[config.mk]
export PLATFORM = sky130hd
export DESIGN_NAME = bht_gshare
export DESIGN_NICKNAME = d
export VERILOG_FILES = /design/src/rtl/bht_gshare.sv
export SDC_FILE = /design/constraint.sdc
export NUM_CORES = 1
export LEC_CHECK = 0
export BUFFER_PORTS_ARGS = -buffer_cell sky130_fd_sc_hd__buf_2
export CELL_PAD_IN_SITES_DETAIL_PLACEMENT = 1
export CELL_PAD_IN_SITES_GLOBAL_PLACEMENT = 2
export CORE_ASPECT_RATIO = 0.75
export CORE_UTILIZATION = 30
export DETAILED_ROUTE_END_ITERATION = 12
export PLACE_DENSITY_LB_ADDON = 0.1
export SKIP_CTS_REPAIR_TIMING = 1
export SLEW_MARGIN = 20
export SYNTH_ARGS = -nofsm -noshare
export SYNTH_HDL_FRONTEND = slang
export SYNTH_SLANG_ARGS = --single-unit
[constraint.sdc]
create_clock -name clk -period 2.8 [get_ports clk]
set_clock_uncertainty 0.05 [all_clocks]
set_input_delay 0.28 -clock clk [delete_from_list [all_inputs] [get_ports clk]]
set_output_delay 0.28 -clock clk [all_outputs]
set_load 0.01 [all_outputs]
[src/rtl/bht_gshare.sv]
// Branch history table of saturating counters, bimodal (GHR_W=0) or gshare indexed.
// A hardware sweep loads INIT_CTR into every entry after reset before predictions start.
module bht_gshare #(
  parameter  int unsigned ENTRIES  = 32,
  parameter  int unsigned CTR_W    = 2,
  parameter  int unsigned GHR_W    = 0,
  parameter  int unsigned INIT_CTR = 1,
  parameter  int unsigned PC_W     = 32,
  localparam int unsigned IDX_W    = $clog2(ENTRIES)
) (
  input  logic             clk,
  input  logic             reset,
  output logic             ready,
  input  logic             rd_en,
  input  logic [PC_W-1:0]  rd_pc,
  output logic             rd_valid,
  output logic             rd_taken,
  output logic [CTR_W-1:0] rd_ctr,
  output logic [IDX_W-1:0] rd_idx,
  input  logic             upd_en,
  input  logic [IDX_W-1:0] upd_idx,
  input  logic             upd_taken,
  input  logic             upd_mispredict,
  output logic [15:0]      mispredict_cnt
);

  if (ENTRIES < 4 || ENTRIES > 1024 || (1 << IDX_W) != ENTRIES || CTR_W < 2 || CTR_W > 4 ||
      GHR_W > IDX_W || INIT_CTR >= (1 << CTR_W) || PC_W < IDX_W + 2) begin : g_bad_param
    $error("bht_gshare: parameter out of range");
  end

  localparam logic [CTR_W-1:0] CTR_MAX  = '1;
  localparam logic [CTR_W-1:0] CTR_INIT = CTR_W'(INIT_CTR);

  typedef enum logic {StInit, StRun} state_e;

  state_e           r_state, w_state_next;
  logic [IDX_W-1:0] r_ptr;
  logic [CTR_W-1:0] r_table [ENTRIES];
  logic [15:0]      r_mis_cnt;
  logic             r_rd_valid, r_rd_taken;
  logic [CTR_W-1:0] r_rd_ctr;
  logic [IDX_W-1:0] r_rd_idx;

  logic             w_run, w_upd_act, w_rd_act;
  logic [IDX_W-1:0] w_ghr_idx, w_rd_idx;
  logic [CTR_W-1:0] w_upd_old, w_upd_new, w_rd_val;
  logic             w_unused_pc;

  assign w_run       = (r_state == StRun);
  assign w_upd_act   = w_run & upd_en;
  assign w_rd_act    = w_run & rd_en;
  assign w_unused_pc = ^rd_pc;

  // History is shifted only by resolved branches, so it never needs repair.
  if (GHR_W > 0) begin : g_ghr
    logic [GHR_W-1:0] r_ghr;
    always_ff @(posedge clk or posedge reset) begin
      if (reset) begin
        r_ghr <= '0;
      end else if (w_upd_act) begin
        r_ghr <= (r_ghr << 1) | GHR_W'(upd_taken);
      end
    end
    assign w_ghr_idx = IDX_W'(r_ghr);
  end else begin : g_no_ghr
    assign w_ghr_idx = '0;
  end

  always_ff @(posedge clk or posedge reset) begin
    if (reset) begin
      r_state <= StInit;
      r_ptr   <= '0;
    end else begin
      r_state <= w_state_next;
      if (r_state == StInit) r_ptr <= r_ptr + IDX_W'(1);
    end
  end

  always_comb begin
    w_state_next = r_state;
    if (r_state == StInit && r_ptr == IDX_W'(ENTRIES - 1)) w_state_next = StRun;
  end

  always_comb begin
    w_upd_old = r_table[upd_idx];
    w_upd_new = w_upd_old;
    if (upd_taken && w_upd_old != CTR_MAX) begin
      w_upd_new = w_upd_old + CTR_W'(1);
    end else if (!upd_taken && w_upd_old != '0) begin
      w_upd_new = w_upd_old - CTR_W'(1);
    end
  end

  // Table storage is not reset; the init sweep rewrites every entry instead.
  always_ff @(posedge clk) begin
    if (!w_run) begin
      r_table[r_ptr] <= CTR_INIT;
    end else if (upd_en) begin
      r_table[upd_idx] <= w_upd_new;
    end
  end

  assign w_rd_idx = rd_pc[IDX_W+1:2] ^ w_ghr_idx;
  assign w_rd_val = (w_upd_act && upd_idx == w_rd_idx) ? w_upd_new : r_table[w_rd_idx];

  always_ff @(posedge clk or posedge reset) begin
    if (reset) begin
      r_rd_valid <= 1'b0;
      r_rd_taken <= 1'b0;
      r_rd_ctr   <= '0;
      r_rd_idx   <= '0;
    end else begin
      r_rd_valid <= w_rd_act;
      if (w_rd_act) begin
        r_rd_idx   <= w_rd_idx;
        r_rd_ctr   <= w_rd_val;
        r_rd_taken <= w_rd_val[CTR_W-1];
      end
    end
  end

  always_ff @(posedge clk or posedge reset) begin
    if (reset) begin
      r_mis_cnt <= '0;
    end else if (w_upd_act && upd_mispredict && r_mis_cnt != 16'hFFFF) begin
      r_mis_cnt <= r_mis_cnt + 16'd1;
    end
  end

  assign ready          = w_run;
  assign rd_valid       = r_rd_valid;
  assign rd_taken       = r_rd_taken;
  assign rd_ctr         = r_rd_ctr;
  assign rd_idx         = r_rd_idx;
  assign mispredict_cnt = r_mis_cnt;

endmodule

==> flow_summary_export.csv <==
group,metric,value,unit
worst_setup_path,r2r_end,"r_table[16][0]",
worst_setup_path,critical_path.slowest_cell,"nor3_1",
timing,fin_crit_sh,0.943,
place,dp_hpwl,10.2,mm
detailed_routing,dr.pass1.iters,4,
layout,layout_common_cells,"edfxtp_1, nor2_1, buf_2",
place,gp_congestion,0.751,
worst_hold_path,hold_path.class,"in2reg",
layout,n_antenna_cell,0,
logic_synthesis,synth_edf_count,64,
clocking,worst_skew_pair.late_latency,0.35,ns
detailed_routing,vias,3308,
die,start_util,0.313,
worst_setup_path,critPathRequiredTime,2.84,ns
worst_setup_path,r2r_slack,0.17,ns
power_and_ir_drop,p_sw_frac,0.263,
global_routing,grt_pass1_vias,3319,
place,io_buffers,41,
detailed_routing,ant_nets,0,
logic_synthesis,ys_seq_area_frac,0.550,
logic_synthesis,yosys_register_bits,94,
layout,nets,477,
worst_setup_path,crit_family,"simple AND/OR/NAND/NOR gates",
layout,layout_commonest_cell,"edfxtp_1",
detailed_routing,routed_wl,13.9,mm
logic_synthesis,avgSynthCellArea,13.0,um2
worst_setup_path,cpMostUsedCell,"buf_4",
power_and_ir_drop,p_sw,0.872,mW
timing,max_slew_margin,0.278,
global_routing,grt_overflow,0,
logic_synthesis,synthesis.area,4860,um2
detailed_routing,drtIter0Drc,157,
logic_synthesis,synthArstFlopShare,0.319,
power_and_ir_drop,cellPowerDensity,578,nW/um2
logic_synthesis,postSynthCellCount,373,
global_routing,antenna_found_initial,0,
layout,stdcell_count,639,
worst_setup_path,r2r-start,"r_table[1][0]",
clocking,clkTransAtPathRegs,0.07,ns
clocking,cts_buffer_depth,2,
power_and_ir_drop,ir_drop,0.351,mV
detailed_routing,via_per_inst,5.18,
layout,area_growth_syn_to_layout,18.2,%
logic_synthesis,synth_warnings,0,
detailed_routing,drc,0,
place,dp_cells,621,
layout,post-route-util,0.370,
worst_setup_path,setup.worst_path.class,"in2reg",
status,outcome,"finished, final reports clean",
die,io_pins,69,
die,die_area,16700,um2
worst_setup_path,crit_start,"upd_idx[2]",
die,core,15500,um2
power_and_ir_drop,power_frac_clock,0.372,
place,pre_cts_ws,-0.424,ns
power_and_ir_drop,combPwrFrac,0.143,
worst_setup_path,worst_setup_path_end_kind,"flip-flop",
logic_synthesis,syn_nets,421,
power_and_ir_drop,seqPwrFrac,0.485,
timing,fin_ws,0.159,ns
worst_hold_path,hold_depth,2,
logic_synthesis,synth_ff_type,"edfxtp_1",
worst_setup_path,cp.buffers_inverters,5,
clocking,cts_tree,"done",
worst_setup_path,path_cells,"buf_2, buf_4, and2_1, a22oi_1, nand2_1, o22ai_1, nor2_1, inv_1, ha_1, mux2i_1, buf_4, nor3_1, nor2_4, buf_12",
timing,finalCriticalPeriod,2.64,ns
timing,fmax,379,MHz
timing,finalHoldViolCount,0,
global_routing,grt_max_degree,33,
worst_setup_path,cp_max_fo,32,
die,die_h,112,um
die,fp-row-count,39,
worst_hold_path,min_to,"rd_idx[4]",
timing,drv_slew,0,
power_and_ir_drop,p_int,2.44,mW
timing,finalSetupTns,0,ns
die,chipWidth,149,um
worst_setup_path,worstPathArrival,2.68,ns
worst_setup_path,worstRegToRegCells,11,
logic_synthesis,ys_types,46,
clocking,cts-htree-levels,3,
timing,rsz0062_at_grt,"no",
timing,worstMarginPinSlew,1.08,ns
job,max_cap_viol_count,0,
clocking,numCtsBuffers,9,
global_routing,grt.total_usage,0.173,
clocking,cts.sinks,94,
timing,setup_viol,0,
worst_setup_path,crit_path_max_incr_delay,0.40,ns
clocking,root_buffer,"clkbuf_16",
worst_hold_path,hold_path.startpoint,"rd_pc[6]",
power_and_ir_drop,leakagePower,2.26,nW
layout,drive_gt1_frac,0.242,
detailed_routing,post_drt_wl_per_cell,21.8,um
global_routing,grt_pass1_wl,20.8,mm
worst_setup_path,cp-start-kind,"primary input",
==> routing by layer <==
metal / vias to the layer above / share of wire / track usage
li1: 1525 / - / -
met1: 1715 / 0.54 / 0.270
met2: 58 / 0.42 / 0.239
met3: 10 / 0.034 / 0.0350
met4: 0 / 0.010 / 0.0483
met5: - / 0 / 0
==> power by group through the flow <==
stage	Combinational, mW	Sequential (mW)	Clock, mW
final	0.474	1.61	1.23
after floorplan	0.259	1.65	0
after global routing	0.517	1.62	1.31
after global placement	0.460	1.64	0
after CTS	0.467	1.61	1.27
after detailed placement	0.466	1.64	0
==> logic make-up after synthesis <==
| kind of cell | synth area share |
|---|---|
| AO/OA/AOI/OAI | 0.0559 |
| XOR/XNOR | 0.0415 |
| adder cells (fa/ha/maj) | 0.0129 |
| buffers and inverters | 0.0270 |
| flip-flops | 0.550 |
| multiplexers | 0.193 |
| AND/OR/NAND/NOR | 0.120 |
==> metrics by stage <==
stage / power, mW / hold slack, ns / cell area, um2
2_1_floorplan: 1.91 / 0.321 / 4880
4_1_cts: 3.34 / -0.0492 / 5690
3_5_place_dp: 2.11 / 0.336 / 5390
5_1_grt: 3.44 / 0.276 / 5740
3_3_place_gp: 2.10 / 0.331 / 5390
6_report: 3.32 / 0.269 / 5740
==> cell usage after synthesis, types with 3 or more instances <==
cell type  count  area share
mux4_1        11       0.059
nor2_1        44       0.034
xor2_1         8       0.014
mux4_2         6       0.028
nor3_1         4      0.0041
and2_1         4      0.0051
nand2_1       29       0.022
edfxtp_1      64        0.40
and3_1         6      0.0077
o21ai_0        6      0.0062
nor2b_1        3      0.0039
inv_1          6      0.0046
nand2b_1       4      0.0051
nand3b_1       3      0.0046
xnor2_1       15       0.027
mux2_2        10       0.023
buf_4          4      0.0062
mux2i_1       40       0.082
dfrtp_1       30        0.15
clkbuf_1       5      0.0039
ha_1           5       0.013
o21ai_1        3      0.0031
nand3_1       14       0.014
a22oi_1       16       0.025
==> area by class of cell <==
cell class	instances	area (um2)
Tap cell	205	256
Sequential cell	94	2670
Timing Repair Buffer	60	375
Fill cell	1674	9770
Clock buffer	11	264
Inverter	6	22.5
Clock inverter	5	38.8
Multi-Input combinational cell	258	2110
==> state kept, by name (all words and copies together) (netlist names) <==
register / cells
r_table: 64
mispredict_cnt: 16
r_ptr: 5
rd_idx: 5
rd_ctr: 1
rd_taken: 1
rd_valid: 1
ready: 1
==> worst max path at each step <==
stage               slack [ns]             end  cells after the start
CTS                      -0.05   r_table[2][0]                     11
global route             0.009  r_table[26][1]                     14
finish                    0.16  r_table[26][1]                     14
global placement         -0.33  r_table[13][0]                     11
detailed placement       -0.42  r_table[10][0]                     11
floorplan                 0.04   r_table[0][0]                     13
Power figures use the tool's default switching activity.
